--- config.mk ---
export PLATFORM = sky130hd
export DESIGN_NAME = user_id_capture
export DESIGN_NICKNAME = d
export VERILOG_FILES = /design/src/rtl/user_id_capture.sv
export SDC_FILE = /design/constraint.sdc
export NUM_CORES = 1
export LEC_CHECK = 0
export BUFFER_PORTS_ARGS = -buffer_cell sky130_fd_sc_hd__buf_2
export CORE_UTILIZATION = 61
export DETAILED_ROUTE_END_ITERATION = 10
export PLACE_DENSITY = 0.8
export SLEW_MARGIN = 40
export SYNTH_ARGS = -nofsm -noshare
export SYNTH_HDL_FRONTEND = slang
export SYNTH_SLANG_ARGS = --single-unit
--- constraint.sdc ---
create_clock -name clk -period 8.2 [get_ports clk]
set_input_delay 0.41 -clock clk [delete_from_list [all_inputs] [get_ports clk]]
set_output_delay 0.41 -clock clk [all_outputs]
set_load 0.1 [all_outputs]
--- src/rtl/user_id_capture.sv ---
// user_id_capture: captures an ID_W-bit user ID from serial stream x after a
// detector pulse on y, and queues completed IDs in a first-word-fall-through FIFO.
// Optional macro PARITY_CHECK_EN adds one even-parity bit after the payload;
// IDs with bad parity are dropped and the sticky parity_err output is set.
// Ports:
//   clk, rst        clock, asynchronous active-high reset
//   x, y            serial data bit, detector start pulse
//   id_data/valid   FIFO head (registered), id_ready pops it
//   fifo_count      number of stored IDs
//   overflow        sticky, a completed ID was dropped because the FIFO was full
//   busy            capture in progress
//   parity_err      (PARITY_CHECK_EN only) sticky parity mismatch flag
module user_id_capture #(
  parameter int unsigned ID_W  = 8,
  parameter int unsigned DEPTH = 4
) (
  input  logic                       clk,
  input  logic                       rst,
  input  logic                       x,
  input  logic                       y,
  output logic [ID_W-1:0]            id_data,
  output logic                       id_valid,
  input  logic                       id_ready,
  output logic [$clog2(DEPTH):0]     fifo_count,
  output logic                       overflow,
  output logic                       busy
`ifdef PARITY_CHECK_EN
  ,
  output logic                       parity_err
`endif
);

  localparam int unsigned CNT_W  = $clog2(ID_W + 1);
  localparam int unsigned PTR_W  = $clog2(DEPTH);
  localparam int unsigned FCNT_W = PTR_W + 1;

  typedef enum logic [1:0] {
    IDLE  = 2'd0,
    SHIFT = 2'd1
`ifdef PARITY_CHECK_EN
    ,
    PAR   = 2'd2
`endif
  } state_e;

  state_e              state_q, state_d;
  logic [CNT_W-1:0]    cnt_q, cnt_d;
  logic [ID_W-1:0]     shift_q, shift_d;
  logic [ID_W-1:0]     mem_q [DEPTH];
  logic [ID_W-1:0]     mem_d [DEPTH];
  logic [PTR_W-1:0]    wr_ptr_q, wr_ptr_d;
  logic [PTR_W-1:0]    rd_ptr_q, rd_ptr_d;
  logic [FCNT_W-1:0]   count_q, count_d;
  logic [ID_W-1:0]     id_data_q, id_data_d;
  logic                id_valid_q, id_valid_d;
  logic                overflow_q, overflow_d;
  logic                busy_q, busy_d;
`ifdef PARITY_CHECK_EN
  logic                parity_err_q, parity_err_d;
`endif

  logic                commit;
  logic                push;
  logic                pop;

  // Capture FSM: next state, shift register, bit counter, commit strobe.
  always_comb begin
    state_d = state_q;
    cnt_d   = cnt_q;
    shift_d = shift_q;
    commit  = 1'b0;
`ifdef PARITY_CHECK_EN
    parity_err_d = parity_err_q;
`endif
    case (state_q)
      IDLE: begin
        if (y) begin
          state_d = SHIFT;
          cnt_d   = '0;
        end
      end
      SHIFT: begin
        shift_d = ID_W'({shift_q, x});
        cnt_d   = cnt_q + CNT_W'(1);
        if (cnt_q == CNT_W'(ID_W - 1)) begin
`ifdef PARITY_CHECK_EN
          state_d = PAR;
`else
          state_d = IDLE;
          commit  = 1'b1;
`endif
        end
      end
`ifdef PARITY_CHECK_EN
      PAR: begin
        // Even parity: payload bits plus parity bit must XOR to zero.
        state_d = IDLE;
        if (^{shift_q, x} == 1'b0) begin
          commit = 1'b1;
        end else begin
          parity_err_d = 1'b1;
        end
      end
`endif
      default: begin
        state_d = IDLE;
      end
    endcase
  end

  // FIFO update; a full FIFO still accepts a commit when the head pops on the same edge.
  always_comb begin
    mem_d      = mem_q;
    wr_ptr_d   = wr_ptr_q;
    rd_ptr_d   = rd_ptr_q;
    count_d    = count_q;
    pop        = id_valid_q & id_ready;
    push       = commit & ((count_q < FCNT_W'(DEPTH)) | pop);
    overflow_d = overflow_q | (commit & ~push);
    if (push) begin
      mem_d[wr_ptr_q] = shift_d;
      wr_ptr_d        = wr_ptr_q + PTR_W'(1);
    end
    if (pop) begin
      rd_ptr_d = rd_ptr_q + PTR_W'(1);
    end
    case ({push, pop})
      2'b10:   count_d = count_q + FCNT_W'(1);
      2'b01:   count_d = count_q - FCNT_W'(1);
      default: count_d = count_q;
    endcase
    id_valid_d = (count_d != '0);
    id_data_d  = id_valid_d ? mem_d[rd_ptr_d] : '0;
    busy_d     = (state_d != IDLE);
  end

  always_ff @(posedge clk or posedge rst) begin
    if (rst) begin
      state_q    <= IDLE;
      cnt_q      <= '0;
      shift_q    <= '0;
      wr_ptr_q   <= '0;
      rd_ptr_q   <= '0;
      count_q    <= '0;
      id_data_q  <= '0;
      id_valid_q <= 1'b0;
      overflow_q <= 1'b0;
      busy_q     <= 1'b0;
      for (int i = 0; i < int'(DEPTH); i++) begin
        mem_q[i] <= '0;
      end
`ifdef PARITY_CHECK_EN
      parity_err_q <= 1'b0;
`endif
    end else begin
      state_q    <= state_d;
      cnt_q      <= cnt_d;
      shift_q    <= shift_d;
      wr_ptr_q   <= wr_ptr_d;
      rd_ptr_q   <= rd_ptr_d;
      count_q    <= count_d;
      id_data_q  <= id_data_d;
      id_valid_q <= id_valid_d;
      overflow_q <= overflow_d;
      busy_q     <= busy_d;
      mem_q      <= mem_d;
`ifdef PARITY_CHECK_EN
      parity_err_q <= parity_err_d;
`endif
    end
  end

  assign id_data    = id_data_q;
  assign id_valid   = id_valid_q;
  assign fifo_count = count_q;
  assign overflow   = overflow_q;
  assign busy       = busy_q;
`ifdef PARITY_CHECK_EN
  assign parity_err = parity_err_q;
`endif

endmodule

==> flow_summary.rst, run 1 <==
.. list-table::
   :header-rows: 1

   * - Metric
     - Value
   * - Worst-Margin Slew
     - 812.8 ps
   * - Fmax achieved
     - 273.3 MHz
   * - Portion of the post-synthesis area used by sequential elements
     - between 50% and 60%
   * - Topmost layer with routed signal wires
     - met4
   * - Cell family with most CP delay
     - compound AO/OA/AOI/OAI gates
   * - Post-detailed-placement half-perimeter wirelength
     - about 3500 um
   * - Drt first-iter violations
     - 144
   * - Routed wl met2
     - approximately 2700 um
   * - Clock power frac
     - 25.3%
   * - Final worst-path cycle share
     - 44.62%
   * - Category of the most critical setup path
     - flip-flop to flip-flop
   * - Maximum ir drop on the vdd rail
     - 0.1686 mV
   * - Die area
     - between 4000 and 5000 um2
   * - CTS Root Cell
     - clkbuf_8
   * - Internal portion of total power
     - 0.6299 mW
   * - Setup Fix Bufs, Post-CTS
     - 0
   * - Final-layout setup total negative slack
     - 0 ps
   * - Antenna diode instance count
     - 0
   * - Chain of cells forming the critical path
     - nor2b_4 -> and2_1 -> nand2_1 -> ha_1 -> fa_1 -> xnor2_1 -> o32a_1 -> a211oi_2 -> a22oi_1 -> o21ai_1
   * - Skew-Pair Late Insertion Delay
     - approximately 340 ps
   * - Combinational fraction of design power
     - 37.6%
   * - Overflow left after global routing
     - 0
   * - Post-Route Hold Slack
     - about 190 ps
   * - Hold buffer count at CTS
     - 0
   * - Area of the multi-input gates
     - 1115 um2
   * - Placed Cells
     - 292
   * - Sequential Area
     - 1602 um2
   * - Floorplan core area
     - 4384 um2
   * - TritonCTS buffer count
     - 9
   * - Post-synth top area share
     - between 50% and 60%
   * - Prevailing post-synth register cell
     - dfrtp_1
   * - Total standard cell area after synthesis
     - 2818 um2
   * - Count of final hold-check violations
     - 0
   * - Cell row count
     - 24
   * - Initial standard-cell utilization of the core
     - 64.27%
   * - Detailed-router iteration count before antenna repair
     - 4
   * - Fin crit period
     - 3659 ps
   * - Number of global-route vias before repair
     - 1,888
   * - Fill cell instance count of the final layout
     - 298
   * - Area growth, synth to finish
     - 11.32%
   * - Run status
     - complete, no violations
   * - Power per unit of standard cell area
     - 346.7 nW/um2
   * - Pin count of the biggest net entering global routing
     - 65
   * - Worst-case clock buffer depth
     - 2
   * - Share of final-layout standard cells stronger than drive strength 1
     - 25.49%
   * - Count of port buffers added during placement
     - 18
   * - Met3 routed WL
     - approximately 190 um
   * - Worst-path cell with the longest stage delay
     - a211oi_2
   * - H-tree levels
     - 3
   * - Clock slew at reported path FFs
     - 60 ps
   * - Number of endpoints failing setup at the final stage
     - 0
   * - Worst path arrival time
     - 3910 ps
   * - Maxcap violations
     - 0
   * - Count of pins on the block boundary
     - 19
   * - Path type of the worst min-delay path
     - primary input to async pin
   * - Horizontal extent of the die
     - 69.97 um
   * - Number of flip-flops and latches in the synthesized netlist
     - 64
   * - EDFF count, synth
     - 0
   * - Fraction of power spent switching nets
     - 42.08%
   * - Count of yosys warnings during synthesis
     - 0
   * - Share of total power in sequential cells
     - approximately 37%
   * - Setup repair after global routing missed its margin
     - false
   * - Vias
     - 1,811
   * - Number of nets produced by synthesis
     - 240
   * - First element of the critical path
     - state_q[0]
   * - Count of instances resized after the clock tree is built
     - 0
   * - Most area-consuming cells after synthesis
     - dfrtp_1 (57%), mux2_2 (6.0%), o21ai_0 (4.1%)
   * - Die extent in y
     - 69.97 um
   * - Skew final
     - between 4 and 5 ps
   * - Wire length of the first global-routing pass
     - 9446 um
   * - Antenna violation net count after detailed routing
     - 0
   * - Cell Count, Final, Fillers Out
     - 307
   * - Endpoint class of the critical path
     - flip-flop
   * - Max-slew violations
     - 0
   * - Number of antenna violations at the first check in global routing
     - 0
   * - Overall global routing resource usage
     - 25.83%
   * - Average wire length per cell after detail routing
     - 17.90 um
   * - Clk sink count
     - 64
   * - Number of instances in the synthesized netlist
     - 228
   * - Final WL
     - 5494 um
   * - Startpoint types
     - flip-flop
   * - Avg Vias per Cell
     - 5.899
   * - Buffer and inverter count on the worst path
     - 0
   * - Dominant cell type by area after synthesis
     - dfrtp_1
   * - CTS tree
     - yes
   * - Async set-reset flop share out of synthesis
     - 100.0%
   * - GP Congestion
     - around 0.8
   * - P_sw
     - roughly 0.46 mW
   * - Mapped Avg Cell Area
     - roughly 12 um2
   * - Number of design rule violations left after detail routing
     - 0
   * - Worst endpoint required time
     - 8450 ps
   * - Worst slew slack as a fraction of its limit
     - a little under half
   * - CP max stage delay
     - 680 ps
   * - Met1 routed wirelength after detailed routing
     - 2517 um
   * - Netlist cell types
     - 46
   * - Worst reg2reg path startpoint
     - state_q[0]
   * - Post-layout nets
     - 263
   * - Leakage power of the design
     - between 1.5 and 2 nW
   * - Critical-path maximum fanout
     - 14
[state kept, by name, indices dropped and copies added (netlist names)]
signal / count
fifo_count: 3
cnt_q: 4
mem_q: 32
id_data: 8
wr_ptr_q: 2
id_valid: 1
overflow: 1
shift_q: 8
state_q: 2
rd_ptr_q: 2
busy: 1
[worst reg2reg max path, delay by kind of cell (launching register included)]
family                   cells  cell delay (ps)
XOR/XNOR                     1              160
adder cells (fa/ha/maj)      2              660
AND/OR/NAND/NOR              3              920
flip-flops                   1              420
AO/OA/AOI/OAI                4             1420
[cell usage after synthesis, types with 2 or more instances]
library cell	count
inv_2	5
mux2_2	15
nor3b_1	2
dfrtp_1	64
ha_1	6
o32ai_1	7
clkbuf_1	3
nor2_1	2
a22oi_1	8
a21oi_1	2
a22o_1	3
a211oi_2	2
o21ai_1	10
nand4_4	2
nand3_1	3
xnor2_1	4
mux2_4	3
mux2i_1	9
mux2_1	2
inv_1	8
o21ai_0	23
nand2_1	21
[through the flow]
stage                     utilization (%)  worst slack (ps)  instance area (um2)  total power [mW]
final                               71.55              4541                 3137             1.087
after global routing                71.55              4258                 3137             1.140
after CTS                           71.46              4566                 3133             1.089
after detailed placement            66.78              4624                 2928            0.8118
after global placement              66.78              4754                 2928            0.8010
after floorplan                         -              4927                 2818            0.7230
[power by group through the flow]
stage / Clock, mW / Sequential (mW) / Combinational (mW)
global placement: 0 / 0.408 / 0.393
CTS: 0.278 / 0.404 / 0.406
floorplan: 0 / 0.525 / 0.198
detailed placement: 0 / 0.410 / 0.402
global route: 0.292 / 0.411 / 0.438
finish: 0.275 / 0.404 / 0.409
[placed cells by master (no fill, tap or decap), types with 2 or more instances in the layout]
cell type / instances
a211oi_2: 2
a21oi_1: 2
a22o_1: 3
a22oi_1: 8
buf_2: 18
clkbuf_8: 12
clkinv_2: 2
dfrtp_1: 64
ha_1: 6
inv_1: 7
inv_2: 6
mux2_1: 2
mux2_2: 15
mux2_4: 3
mux2i_1: 9
nand2_1: 21
nand3_1: 3
nand4_4: 2
nor2_1: 2
nor3b_1: 2
o21ai_0: 23
o21ai_1: 10
o32ai_1: 7
xnor2_1: 4
[cells by family (layout without fill, tap and decap cells)]
group	Yosys count	count (layout)	share of synthesized area, %
simple gates	37	37	7.505
flops	64	64	56.84
fa+ha+maj	7	7	3.375
xor+xnor	5	5	1.554
mux	30	30	12.08
other cells	1	1	0.1331
compound gates	64	64	14.92
buf+inv	20	47	3.597
[layout make-up]
type,instances,share of cell area (%)
Clock buffer,12,5.265
Inverter,13,1.556
Clock inverter,3,1.276
Sequential cell,64,51.06
Timing Repair Buffer,19,3.231
Multi-Input combinational cell,144,35.54
Tap cell,52,2.074
[per-layer routing]
layer	vias up	global-route usage, %
li1	867	-
met1	886	35.18
met2	46	39.96
met3	12	4.762
met4	0	13.11
met5	-	0
[worst paths after layout]
| check | to | slack [ps] | depth (start not counted) |
|---|---|---|---|
| hold reg to reg | mem_q[7] | 480 | 2 |
| setup / recovery | id_data[2] | 4540 | 10 |
| max in group asynchronous | id_data[2] | 7600 | 3 |
| min in group clk | mem_q[8] | 430 | 3 |
| hold / removal | state_q[1] | 190 | 3 |
| setup reg to reg | id_data[2] | 4540 | 10 |
Power figures use the tool's default switching activity.
==> run 2, diff against run 1 <==
- CORE_UTILIZATION: 61 -> 53
- PLACE_DENSITY: 0.8 -> 0.74
- clock period: 8.2 -> 3.3 ns (I/O delays scaled with it)
==> run 2 against run 1 <==
Compared with the run above:
- final area rose by 4.3%
- combinational power rose to 2.7 times the previous value
- via count fell by 0.39%
- total power grew to 2.7 times the previous value
- sequential power rose to 2.5 times the previous value
- utilization is 7.5 points lower
- maximum frequency is 22% higher
- largest power group unchanged
==> flow_summary.rst, run 2 (same netlist as run 1, synthesis figures left out) <==
.. list-table::
   :header-rows: 1

   * - Metric
     - Value
   * - Run status
     - complete, no violations (unchanged)
   * - Detailed-router iteration count before antenna repair
     - 5 (was 4)
   * - Count of final hold-check violations
     - 0 (unchanged)
   * - Antenna diode instance count
     - 0 (unchanged)
   * - Post-detailed-placement half-perimeter wirelength
     - 3486 um (was 3498 um)
   * - End of the worst hold path
     - shift_q[0]
   * - Count of pins on the block boundary
     - 19 (unchanged)
   * - Share of total power in sequential cells
     - 34.4% (was 37.2%)
   * - Post-Route Hold Slack
     - 164.2 ps (was 189.1 ps)
   * - Average wire length per cell after detail routing
     - 16.13 um (was 17.90 um)
   * - Number of global-route vias before repair
     - 1,826 (was 1,888)
   * - Post-layout nets
     - 270 (was 263)
   * - P_sw
     - 1.168 mW (was 0.4576 mW)
   * - Pin count of the biggest net entering global routing
     - 34 (was 65)
   * - Power per unit of standard cell area
     - 894.1 nW/um2 (was 346.7 nW/um2)
   * - Placed Cells
     - 314 (was 292)
   * - TritonCTS buffer count
     - 9 (unchanged)
   * - Drt first-iter violations
     - 75 (was 144)
   * - Fmax achieved
     - 334.3 MHz (was 273.3 MHz)
   * - H-tree levels
     - 3 (unchanged)
   * - Maximum ir drop on the vdd rail
     - 0.5228 mV (was 0.1686 mV)
   * - Clk sink count
     - 64 (unchanged)
   * - Worst setup slack for register-to-register paths
     - 310 ps (was 4540 ps)
   * - Endpoint class of the critical path
     - flip-flop (unchanged)
   * - CP max stage delay
     - 410 ps (was 680 ps)
   * - FF-to-FF End
     - id_data[6] (was id_data[2])
   * - Final worst-path cycle share
     - 90.66% (was 44.62%)
   * - Vias
     - 1,804 (was 1,811)
   * - Fraction of power spent switching nets
     - 39.92% (was 42.08%)
   * - Cell Count, Final, Fillers Out
     - 332 (was 307)
   * - Die extent in y
     - 74.92 um (was 69.97 um)
   * - GP Congestion
     - 0.7866 (was 0.7964)
   * - Leading cell types in the layout, fill and taps excluded
     - dfrtp_1 (64), o21ai_0 (23), nand2_1 (21) (unchanged)
   * - Chain of cells forming the critical path
     - ha_1 -> and3b_1 -> and2_1 -> nand2_1 -> ha_1 -> fa_1 -> xnor2_1 -> o32a_2 -> a211oi_4 -> buf_12 -> a22oi_1 -> o21ai_1 (was nor2b_4 -> and2_1 -> nand2_1 -> ha_1 -> fa_1 -> xnor2_1 -> o32a_1 -> a211oi_2 -> a22oi_1 -> o21ai_1)
   * - Path type of the worst min-delay path
     - primary input to flip-flop (was primary input to async pin)
   * - Avg Vias per Cell
     - 5.434 (was 5.899)
   * - Depth of the worst register-to-register path
     - 12 (was 10)
   * - Number of antenna violations at the first check in global routing
     - 0 (unchanged)
   * - Fin crit period
     - 2992 ps (was 3659 ps)
   * - Startpoint types
     - flip-flop (unchanged)
   * - Clock slew at reported path FFs
     - 60 ps (about the same)
   * - Overall global routing resource usage
     - 22.58% (was 25.83%)
   * - Clock power frac
     - 27.6% (was 25.3%)
   * - Hold Path Depth
     - 3
   * - Final-layout setup total negative slack
     - 0 ps (unchanged)
   * - Max reg flops
     - 32 (unchanged)
   * - Cell row count
     - 26 (was 24)
   * - Horizontal extent of the die
     - 74.92 um (was 69.97 um)
   * - Buffer and inverter count on the worst path
     - 1 (was 0)
   * - Leakage power of the design
     - 1.573 nW (was 1.524 nW)
   * - Initial standard-cell utilization of the core
     - 55.17% (was 64.27%)
   * - Die area
     - 5612 um2 (was 4895 um2)
   * - CTS tree
     - yes (unchanged)
   * - Register with the most flip-flops
     - mem_q (unchanged)
   * - Combinational fraction of design power
     - 38.0% (was 37.6%)
   * - Category of the most critical setup path
     - flip-flop to flip-flop (unchanged)
   * - Overflow left after global routing
     - 0 (unchanged)
   * - Maxcap violations
     - 0 (unchanged)
   * - Worst slew slack as a fraction of its limit
     - 48.05% (was 45.45%)
   * - Final WL
     - 5356 um (was 5494 um)
   * - Number of endpoints failing setup at the final stage
     - 0 (unchanged)
   * - Skew-Pair Late Insertion Delay
     - 350 ps (was 340 ps)
   * - Area growth, synth to finish
     - 16.16% (was 11.32%)
   * - Setup repair after global routing missed its margin
     - false (unchanged)
   * - Worst reg2reg path startpoint
     - cnt_q[0] (was state_q[0])
   * - Most repeated library cell on the critical path
     - ha_1
   * - Worst-Margin Slew
     - 774.0 ps (was 812.8 ps)
   * - Count of port buffers added during placement
     - 18 (unchanged)
   * - Hold path start
     - x
   * - Share of final-layout standard cells stronger than drive strength 1
     - 27.10% (was 25.49%)
   * - Worst-path cell with the longest stage delay
     - o32a_2 (was a211oi_2)
   * - Antenna violation net count after detailed routing
     - 0 (unchanged)
   * - Internal portion of total power
     - 1.758 mW (was 0.6299 mW)
   * - Worst endpoint required time
     - 3560 ps (was 8450 ps)
   * - CTS Root Cell
     - clkbuf_8 (unchanged)
   * - Worst-case clock buffer depth
     - 2 (unchanged)
   * - Number of design rule violations left after detail routing
     - 0 (unchanged)
   * - Wire length of the first global-routing pass
     - 8887 um (was 9446 um)
   * - Critical-path maximum fanout
     - 8 (was 14)
   * - Most common cell after layout, fill and taps aside
     - dfrtp_1 (unchanged)
   * - Floorplan core area
     - 5107 um2 (was 4384 um2)
   * - Max-slew violations
     - 0 (unchanged)
   * - Worst path arrival time
     - 3250 ps (was 3910 ps)
   * - Skew final
     - 7.597 ps (was 4.705 ps)
   * - Cell family with most CP delay
     - adder cells (was compound AO/OA/AOI/OAI gates)
[run 2: cell count changes in the layout (fill, tap and decap cells not counted), sizes merged]
cell         before  now
buf              19   25
bufinv            1    3
clkinv            2    0
dlygate4sd3       0    1
[run 2: area by class of cell]
class                           count  area [um2]
Sequential cell                    64        1602
Tap cell                           70       87.58
Inverter                           13       48.80
Fill cell                         400        1834
Multi-Input combinational cell    144        1135
Clock inverter                      3       90.09
Clock buffer                       12       145.1
Timing Repair Buffer               26       165.2
[run 2: stage by stage]
stage                     cell area, um2  total power, mW  util [%]  setup slack (ps)
after CTS                           3233            2.865     63.30            0.8367
after detailed placement            2980            2.025     58.35             4.930
after floorplan                     2818            1.797         -             26.66
after global placement              2980            2.011     58.35             122.4
after global routing                3273            3.074     64.09             63.18
final                               3273            2.927     64.09             308.2
[run 2: layer usage]
layer / part of all wire [%] / track usage (%) / vias up
met5: 0 / 0 / -
met4: 1.5 / 7.757 / 0
met3: 3.5 / 8.032 / 9
met2: 49 / 38.34 / 26
met1: 47 / 26.73 / 892
li1: - / - / 877
[run 2: repair_timing]
item	in CTS	in global routing
endpoints found under the setup margin	1	8
hold buffers	1	0
gates resized for setup	1	3
buffers inserted	0	2
pin swaps	0	2
hold endpoints to repair	31	0
[run 2: worst max path at each step]
stage               slack (ps)     start  cells past startpoint    endpoint
floorplan                   30  id_valid                      9  id_data[7]
global route                60  cnt_q[0]                     12  id_data[6]
finish                     310  cnt_q[0]                     12  id_data[6]
detailed placement           5  cnt_q[0]                     11  id_data[6]
CTS                        0.8  cnt_q[0]                     11  id_data[3]
global placement           120  cnt_q[0]                     11  id_data[6]
[run 2: tightest hold or removal path, cell delays in order]
cell and delay [ps]:
buf_2 70, mux2i_1 90, inv_1 130
[run 2: power by group through the flow]
stage	registers (mW)	logic [mW]	clock network [mW]
2_1_floorplan	1.31	0.492	0
3_3_place_gp	1.02	0.992	0
3_5_place_dp	1.02	1.01	0
4_1_cts	1.01	1.03	0.824
5_1_grt	1.02	1.20	0.852
6_report	1.01	1.11	0.807
